===== src/rtl/uart_tx_fifo_if.sv =====
`default_nettype none
// ============================================================================
// Module   : uart_tx_fifo_if
// Brief    : Host-push / Uart8-handshake bundle for the uart_tx_fifo buffer.
//            The slave view is the FIFO itself. The master view is the
//            surrounding logic, meaning the host writer plus the Uart8 side.
// Revision : 1.0 - initial release
// ============================================================================
interface uart_tx_fifo_if #(
    parameter int DEPTH = 16
) ();
    localparam int ADDR_W = $clog2(DEPTH);

    // host push side
    logic              wrEn;
    logic [7:0]        wrData;
    logic              flush;
    logic              full;
    logic              empty;
    logic [ADDR_W:0]   count;
    logic              overflow;
    logic              sent;
    // Uart8 side
    logic              txStart;
    logic [7:0]        txByte;
    logic              txBusy;
    logic              txDone;

    modport slave (
        input  wrEn, wrData, flush, txBusy, txDone,
        output full, empty, count, overflow, sent, txStart, txByte
    );

    modport master (
        output wrEn, wrData, flush, txBusy, txDone,
        input  full, empty, count, overflow, sent, txStart, txByte
    );
endinterface
`default_nettype wire


===== src/rtl/uart_tx_fifo.sv =====
`default_nettype none
// ============================================================================
// Module   : uart_tx_fifo
// Brief    : Circular byte queue in front of a Uart8 transmitter. It issues
//            exactly one txStart per popped byte through the txBusy/txDone
//            handshake, so queued bytes go out back to back.
// Revision : 1.0 - initial release
// ============================================================================
module uart_tx_fifo #(
    parameter int DEPTH = 16
) (
    input  wire            clk,
    input  wire            rstN,
    uart_tx_fifo_if.slave  bus
);
    localparam int              ADDR_W    = $clog2(DEPTH);
    localparam logic [ADDR_W:0] C_DEPTH   = (ADDR_W + 1)'(DEPTH);
    localparam logic [ADDR_W:0] C_CNT_ONE = (ADDR_W + 1)'(1);
    localparam logic [ADDR_W-1:0] C_PTR_ONE = ADDR_W'(1);

    typedef enum logic [1:0] {
        S_IDLE      = 2'd0,
        S_START     = 2'd1,
        S_WAIT_DONE = 2'd2
    } state_t;

    state_t             r_state;
    state_t             w_state_next;

    logic [7:0]         r_mem [DEPTH];
    logic [ADDR_W-1:0]  r_wr_ptr;
    logic [ADDR_W-1:0]  r_rd_ptr;
    logic [ADDR_W:0]    r_count;
    logic               r_overflow;
    logic               r_sent;
    logic               r_tx_start;
    logic [7:0]         r_tx_byte;

    logic               w_full;
    logic               w_empty;
    logic               w_push;
    logic               w_can_pop;
    logic               w_pop;
    logic               w_sent_next;
    logic               w_tx_start_next;

    assign w_full    = (r_count == C_DEPTH);
    assign w_empty   = (r_count == '0);
    // Flush wins over both a push and a pop in the same cycle.
    assign w_push    = bus.wrEn && !w_full && !bus.flush;
    assign w_can_pop = !w_empty && !bus.txBusy && !bus.flush;

    // Next-state / handshake decode; a finished frame may hand straight over to the next pop.
    always_comb begin
        w_state_next    = r_state;
        w_pop           = 1'b0;
        w_sent_next     = 1'b0;
        w_tx_start_next = r_tx_start;
        case (r_state)
            S_IDLE: begin
                if (w_can_pop) begin
                    w_pop           = 1'b1;
                    w_tx_start_next = 1'b1;
                    w_state_next    = S_START;
                end
            end
            S_START: begin
                // Hold txStart until the UART accepts it; it may be disabled for a long time.
                if (bus.flush) begin
                    w_tx_start_next = 1'b0;
                    w_state_next    = S_IDLE;
                end else if (bus.txBusy) begin
                    w_tx_start_next = 1'b0;
                    w_state_next    = S_WAIT_DONE;
                end
            end
            S_WAIT_DONE: begin
                // A flush here does not abort the frame already on the wire.
                if (bus.txDone || !bus.txBusy) begin
                    w_sent_next = 1'b1;
                    if (w_can_pop) begin
                        w_pop           = 1'b1;
                        w_tx_start_next = 1'b1;
                        w_state_next    = S_START;
                    end else begin
                        w_state_next    = S_IDLE;
                    end
                end
            end
            default: begin
                w_tx_start_next = 1'b0;
                w_state_next    = S_IDLE;
            end
        endcase
    end

    // FSM state and handshake output registers.
    always_ff @(posedge clk or negedge rstN) begin
        if (!rstN) begin
            r_state    <= S_IDLE;
            r_tx_start <= 1'b0;
            r_sent     <= 1'b0;
        end else begin
            r_state    <= w_state_next;
            r_tx_start <= w_tx_start_next;
            r_sent     <= w_sent_next;
        end
    end

    // Queue bookkeeping: pointers, occupancy, sticky overflow and the byte in flight.
    always_ff @(posedge clk or negedge rstN) begin
        if (!rstN) begin
            r_wr_ptr   <= '0;
            r_rd_ptr   <= '0;
            r_count    <= '0;
            r_overflow <= 1'b0;
            r_tx_byte  <= 8'h00;
        end else begin
            if (bus.flush) begin
                r_wr_ptr   <= '0;
                r_rd_ptr   <= '0;
                r_count    <= '0;
                r_overflow <= 1'b0;
            end else begin
                if (w_push) begin
                    r_wr_ptr <= r_wr_ptr + C_PTR_ONE;
                end
                if (w_pop) begin
                    r_rd_ptr <= r_rd_ptr + C_PTR_ONE;
                end
                if (w_push && !w_pop) begin
                    r_count <= r_count + C_CNT_ONE;
                end else if (!w_push && w_pop) begin
                    r_count <= r_count - C_CNT_ONE;
                end
                if (bus.wrEn && w_full) begin
                    r_overflow <= 1'b1;
                end
            end
            if (w_pop) begin
                r_tx_byte <= r_mem[r_rd_ptr];
            end
        end
    end

    // Byte storage; contents need no reset since count gates every read.
    always_ff @(posedge clk) begin
        if (w_push) begin
            r_mem[r_wr_ptr] <= bus.wrData;
        end
    end

    assign bus.full     = w_full;
    assign bus.empty    = w_empty;
    assign bus.count    = r_count;
    assign bus.overflow = r_overflow;
    assign bus.sent     = r_sent;
    assign bus.txStart  = r_tx_start;
    assign bus.txByte   = r_tx_byte;
endmodule
`default_nettype wire


===== src/flat_wrapper.sv =====
// flat-port wrapper written by rule: the top's interface ports become plain ports
module uart_tx_fifo_flat 
#(
    parameter int DEPTH = 16
)
  (clk, rstN, bus_wrEn, bus_wrData, bus_flush, bus_txBusy, bus_txDone, bus_full, bus_empty, bus_count, bus_overflow, bus_sent, bus_txStart, bus_txByte);
  uart_tx_fifo_if #(.DEPTH(DEPTH)) bus_i ();
  input  wire clk;
  input  wire rstN;
  input wire logic [$bits(bus_i.wrEn)-1:0] bus_wrEn;
  input wire logic [$bits(bus_i.wrData)-1:0] bus_wrData;
  input wire logic [$bits(bus_i.flush)-1:0] bus_flush;
  input wire logic [$bits(bus_i.txBusy)-1:0] bus_txBusy;
  input wire logic [$bits(bus_i.txDone)-1:0] bus_txDone;
  output wire logic [$bits(bus_i.full)-1:0] bus_full;
  output wire logic [$bits(bus_i.empty)-1:0] bus_empty;
  output wire logic [$bits(bus_i.count)-1:0] bus_count;
  output wire logic [$bits(bus_i.overflow)-1:0] bus_overflow;
  output wire logic [$bits(bus_i.sent)-1:0] bus_sent;
  output wire logic [$bits(bus_i.txStart)-1:0] bus_txStart;
  output wire logic [$bits(bus_i.txByte)-1:0] bus_txByte;
  assign bus_i.wrEn = bus_wrEn;
  assign bus_i.wrData = bus_wrData;
  assign bus_i.flush = bus_flush;
  assign bus_i.txBusy = bus_txBusy;
  assign bus_i.txDone = bus_txDone;
  assign bus_full = bus_i.full;
  assign bus_empty = bus_i.empty;
  assign bus_count = bus_i.count;
  assign bus_overflow = bus_i.overflow;
  assign bus_sent = bus_i.sent;
  assign bus_txStart = bus_i.txStart;
  assign bus_txByte = bus_i.txByte;
  uart_tx_fifo #(.DEPTH(DEPTH)) u_core (.clk(clk), .rstN(rstN), .bus(bus_i));
endmodule

===== config.mk =====
export PLATFORM = sky130hd
export DESIGN_NAME = uart_tx_fifo_flat
export DESIGN_NICKNAME = d
export VERILOG_FILES = /design/src/rtl/uart_tx_fifo_if.sv /design/src/rtl/uart_tx_fifo.sv /design/src/flat_wrapper.sv
export SDC_FILE = /design/constraint.sdc
export NUM_CORES = 1
export LEC_CHECK = 0
export CAP_MARGIN = 20
export CORE_UTILIZATION = 38
export DETAILED_ROUTE_END_ITERATION = 12
export PLACE_DENSITY = 0.54
export SKIP_LAST_GASP = 1
export SYNTH_ARGS = -nofsm -noshare
export SYNTH_HDL_FRONTEND = slang
export SYNTH_SLANG_ARGS = --single-unit

===== constraint.sdc =====
create_clock -name clk -period 7.2 [get_ports clk]
set_input_delay 0.72 -clock clk [delete_from_list [all_inputs] [get_ports clk]]
set_output_delay 0.72 -clock clk [all_outputs]
set_load 0.01 [all_outputs]

After elaboration in Yosys (flattened, before gate mapping):

Memories as Yosys holds them, arrays and structs flattened. A register that Yosys moved wholly into a read port is not among the register bits.
Cells that the tools add are included.

* multiplexer cells: 27
* equality and inequality tests: 6
* reduce and logical (&&, ||, !) cells: 23
* add/subtract/negate cells: 4

Operators with widths (number)
* 4-bit 2-to-1 mux: 4
* 5-bit 2-to-1 mux: 3
* 1-bit 2-to-1 mux: 13
* 4-bit by 1-bit adder with 4-bit output (second input constant): 2
* 2-bit 2-to-1 mux: 4
* 1-bit logical AND: 7
* 1-bit zero test: 7
* 2-bit case mux with 3 select lines: 1
* 2-bit nonzero test: 3
* 5-bit by 1-bit adder with 5-bit output (second input constant): 1
* 5-bit == test (second input constant): 1
* 5-bit zero test: 1
* 5-bit by 1-bit subtractor with 5-bit output (second input constant): 1
* 2-bit by 1-bit inequality test with 1-bit output (second input constant): 2
* 3-bit inequality test (second input constant): 1
* 1-bit case mux with 3 select lines: 1
* 3-bit AND reduction: 1
* 3-bit nonzero test: 1
* 2-bit by 1-bit == test with 1-bit output (second input constant): 1
* 2-bit == test (second input constant): 1
* 2-bit zero test: 1
* 1-bit case mux with 2 select lines: 1
* 2-bit AND reduction: 1
* 1-bit logical OR: 1

* memories: 1
* bits of input ports: 14
* output and inout port bits: 18
* bits in registers: 18
* RAM bits: 128
* logic and storage cells: 68

Memory list
* u_core.r_mem: depth 16, bits a word 8, read ports 1, clocked after memory_dff 1, write ports 1, line uart_tx_fifo.sv:30 `logic [7:0] r_mem [DEPTH];`

Longest topological paths before layout:

* depth after elaboration: 11
* mapped depth: 10
* gate-level depth less buffers: 9

Worst setup path after synthesis:

Ideal clock, no wire load.

* path type: register -> register
* from: register u_core.r_count[2] (netlist: u_core.bus.count[2])
* to: register u_core.r_count[4] (netlist: u_core.bus.count[4])
* path buffers: 1
* data arrival time: 2783 ps
* cell stages (with the launch flop): 11
* slack: 4281 ps
* clock period less this slack: 2919 ps
* library setup time: 136 ps
* required time: 7064 ps
* cells stage by stage: dfrtp_1 -> nor4_2 -> a2111oi_4 -> buf_2 -> or3_1 -> fa_1 -> a21o_1 -> a21oi_1 -> and3_1 -> o21ai_0 -> nor3b_1

* cells in the longest elaborated chain, start to end: 11
* elaborated cells between the ends (all ways): 21
* those cells by class: add/sub (2); eq/ne (1); mux (6); reduce/logical (12)

RTL lines
* start: declaration: line uart_tx_fifo.sv:33 `logic [ADDR_W:0] r_count;`
* start signal: assignment: line uart_tx_fifo.sv:132 `r_count <= r_count + C_CNT_ONE;`
* start signal: assignment: line uart_tx_fifo.sv:134 `r_count <= r_count - C_CNT_ONE;`
* 5-bit zero test: line uart_tx_fifo.sv:48 `assign w_empty = (r_count == '0);`
* 1-bit zero test: line uart_tx_fifo.sv:51 `assign w_can_pop = !w_empty && !bus.txBusy && !bus.flush;`
* 1-bit logical AND (2 in a row): line uart_tx_fifo.sv:51
* 1-bit 2-to-1 mux: line uart_tx_fifo.sv:61, uart_tx_fifo.sv:81
* 1-bit 2-to-1 mux: line uart_tx_fifo.sv:79 `if (bus.txDone || !bus.txBusy) begin`
* 1-bit case mux with 2 select lines: line uart_tx_fifo.sv:59 `case (r_state)`
* 1-bit zero test: line uart_tx_fifo.sv:131 `if (w_push && !w_pop) begin`
* 1-bit logical AND: line uart_tx_fifo.sv:131
* 5-bit 2-to-1 mux: line uart_tx_fifo.sv:131
* 5-bit 2-to-1 mux: line uart_tx_fifo.sv:119 `if (bus.flush) begin`

Several ways; a longest one is shown, not always the timed one. The select of a mux whose other input is x is not followed.
A chain may end at the register's enable or synchronous reset.

Worst setup path in the final report:

* from: input port bus_flush
* to: register u_core.r_count[4] (netlist: u_core.bus.count[4])

* cells in the longest elaborated chain, start to end: 9
* elaborated cells between the ends (all ways): 13
* those cells by class: mux (5); reduce/logical (8)

RTL lines
* start: declaration: line flat_wrapper.sv:12 `input wire logic [$bits(bus_i.flush)-1:0] bus_flush;`
* 1-bit zero test: line uart_tx_fifo.sv:50, uart_tx_fifo.sv:51
* 1-bit logical AND: line uart_tx_fifo.sv:51
* 1-bit 2-to-1 mux: line uart_tx_fifo.sv:61, uart_tx_fifo.sv:81
* 1-bit 2-to-1 mux: line uart_tx_fifo.sv:79
* 1-bit case mux with 2 select lines: line uart_tx_fifo.sv:59
* 1-bit zero test: line uart_tx_fifo.sv:131
* 1-bit logical AND: line uart_tx_fifo.sv:131
* 5-bit 2-to-1 mux: line uart_tx_fifo.sv:131
* 5-bit 2-to-1 mux: line uart_tx_fifo.sv:119

Several ways; a longest one is shown, not always the timed one.

==> flow_summary.toml <==
[final_layout]
drive_above_1_share_pct = 21.7
final_nets = 403
diodes = 0
fill_cells = 1379
final_util_pct = 46.3
area_growth_syn_to_layout_pct = 18.8

[die]
chipHeight_um = 130
core-area_um2 = 15900
io_pins = 32
rows = 46
start_util_pct = 38.9
die-width_um = 130
fp.dieArea_um2 = 16800

[drt]
routed_wl_mm = 12.3
avgViaCountPerCell = 5.05
drc = 0
vias = 3067
drtAntennaViolNets = 0
wl_per_cell_um = 20.2
drt-initial-drc-count = 139
dr.pass1.iters = 4

[synthesis]
synth_compound_area_share_pct = 4.31
synth_largest_area_cell = "edfxtp_1"
synthCells = 338
synth_most_common_cell = "edfxtp_1"
synth.area.top_cells = "edfxtp_1 62%, mux4_2 12%, dfrtp_1 10%"
synth_top_family_by_area = "multiplexers"
synth_fa_ha_area_share_pct = 2.14
synth_xor_area_share_pct = 1.39
muxShareOfSynthArea_pct = 13.5
synth_area_um2 = 6210
syn-num-nets = 362
yosys.area_share.simple_pct = 4.74
yosysWarnings = 0
ys_seq_elements = 154
synth_edf_count = 128
synth.distinct_cells = 41
synth.avg_cell_area_um2 = 18.4
yosys.area.top_type_share_pct = 61.9
synthTopCellsByCount = "128 x edfxtp_1, 32 x mux4_2, 28 x nor2_1"
ys_seq_area_share_pct = 72.4
synth-async-reset-ratio_pct = 16.9
postSynth.topFlopCell = "edfxtp_1"

[power]
p_sw_uw = 606
p_per_area_nw_per_um2 = 330
p_int_uw = 1830
p_seq_share_pct = 44.6
clkPwrFrac_pct = 37.4
switching_share_pct = 24.9
p_comb_share_pct = 18.0
peakVddDrop_v = 0.000174
leakagePower_uw = 0.00243

[place]
place_ws_ns = 3.53
gp_congestion = 0.734
hpwl_mm = 7.99
io_buffers = 31

[clock_network]
path_clk_slew_ns = 0.06
postCtsResizedCells = 0
numCtsBuffers = 17
insertion_delay_ns = 0.42
root_buffer = "clkbuf_16"
hold_buffers = 0
cts_tree = "yes"
clockBufferDepth = 2
cts_max_level = 4
postCtsSetupBuffers = 0
clock_sinks = 154

[timing]
setup_viol_count_final = 0
tightest_slew_ns = 1.00
finalHoldViolCount = 0
period_share_pct = 44.8
clock_skew_ns = 0.00571
rsz0062_at_grt = "false"
finalSetupTns_ns = 0
maxSlewHeadroom_pct = 33.0
post-route-min-period_ns = 3.23
drv_slew = 0
fmax_ghz = 0.310
timing.hold.ws_ns = 0.504
fin_ws_ns = 3.97

[job]
drv_cap = 0

[grt]
antenna_found_initial = 0
grt_pass1_vias = 3253
grt-ovfl-total = 0
grt_pass1_wl_mm = 19.1
grt_max_degree = 27
grtUsageTotal_pct = 16.2

[worst_setup_path]
required_ns = 7.46
critPathCaptureType = "flip-flop"
cpPeakStageDelay_ns = 1.00
crit_arrival_ns = 3.49
crit_chain = "clkdlybuf4s50_1 -> a2111oi_4 -> or3_1 -> fa_1 -> a21o_1 -> a21oi_1 -> and3_1 -> o21ai_0 -> nor3b_1"
crit_family = "buffers and inverters"
critical_path_class = "primary input to flip-flop"
cp_num_buf_inv = 1
cp_max_fo = 20
startpoint_type = "primary input"
crit_slowest_cell = "clkdlybuf4s50_1"

[worst_hold_path]
hold_path.class = "flip-flop to flip-flop"

[run_status]
outcome = "completed"
[stage by stage]
stage | power, µW | area (µm²) | cells
after CTS | 2460 | 7380 | 607
after floorplan | 1370 | 6210 | 338
final | 2440 | 7380 | 607
after detailed placement | 1550 | 6770 | 576
after global placement | 1540 | 6770 | 576
after global routing | 2540 | 7380 | 607
[per-layer routing]
layer	part of all wire (%)	wire length (µm)	GRT usage [%]	up-vias
met3	3.5	424	4.06	10
met2	52	6410	27.4	55
met5	0	0	0	-
li1	-	-	-	1420
met1	43	5270	20.2	1582
met4	1.3	158	6.43	0
[worst paths after layout]
check                                    startpoint                   to  slack [ns]  cells past startpoint
worst max-delay path                      bus_flush  u_core.bus.count[4]        3.97                      9
worst min-delay path             u_core.bus.txStart   u_core.bus.txStart        0.50                      1
worst max register to register  u_core.bus.count[2]  u_core.bus.count[4]        4.35                      9
min in group asynchronous                      rstN  u_core.bus.count[1]        0.68                      2
max in group asynchronous                      rstN   u_core.r_rd_ptr[0]        6.24                      2
worst min register to register   u_core.bus.txStart   u_core.bus.txStart        0.50                      1
[sequential cells by signal (all words and copies together), names as in the netlist, 2 cells and up]
signal	cells
u_core.r_mem	128
u_core.bus.txByte	8
u_core.r_rd_ptr	4
u_core.bus.count	5
u_core.r_wr_ptr	4
u_core.r_state	2
[layout make-up]
class                           instances  area (µm²)  area share [%]
Sequential cell                       154        4500            60.9
Inverter                                4        15.0           0.204
Multi-Input combinational cell        163        1620            22.0
Clock inverter                         14         179            2.43
Timing Repair Buffer                   39         370            5.02
Clock buffer                           17         425            5.77
Tap cell                              216         270            3.66
[placed cells by master, fill, tap and decap left out, types with 9 or more instances in the layout]
master	Yosys	final
a21oi_1	13	13
clkbuf_16	0	17
nand2_1	11	11
dfrtp_1	26	25
clkdlybuf4s50_1	0	31
edfxtp_1	128	128
mux4_2	32	32
nor2_1	28	28
o22ai_1	16	16
ha_1	9	9
[power by group through the flow]
| stage | logic (µW) | registers, µW | clock network (µW) |
|---|---|---|---|
| 6_report | 438 | 1090 | 911 |
| 4_1_cts | 447 | 1090 | 925 |
| 3_5_place_dp | 444 | 1110 | 0 |
| 3_3_place_gp | 439 | 1100 | 0 |
| 2_1_floorplan | 272 | 1090 | 0 |
| 5_1_grt | 485 | 1100 | 962 |
[worst register-to-register path, stage by stage, from the launching register on]
cell and delay [ns]:
dfrtp_1 0.45, nor4_2 0.44, a2111oi_4 0.13, or3_1 0.47
fa_1 0.43, a21o_1 0.19, a21oi_1 0.17, and3_1 0.19
o21ai_0 0.08, nor3b_1 0.14
[logic make-up after synthesis]
group,after synthesis
mux,43
buf+inv,21
compound gates,39
flops,154
fa+ha+maj,10
xor+xnor,9
simple gates,62
(Power assumes the default switching activity.)
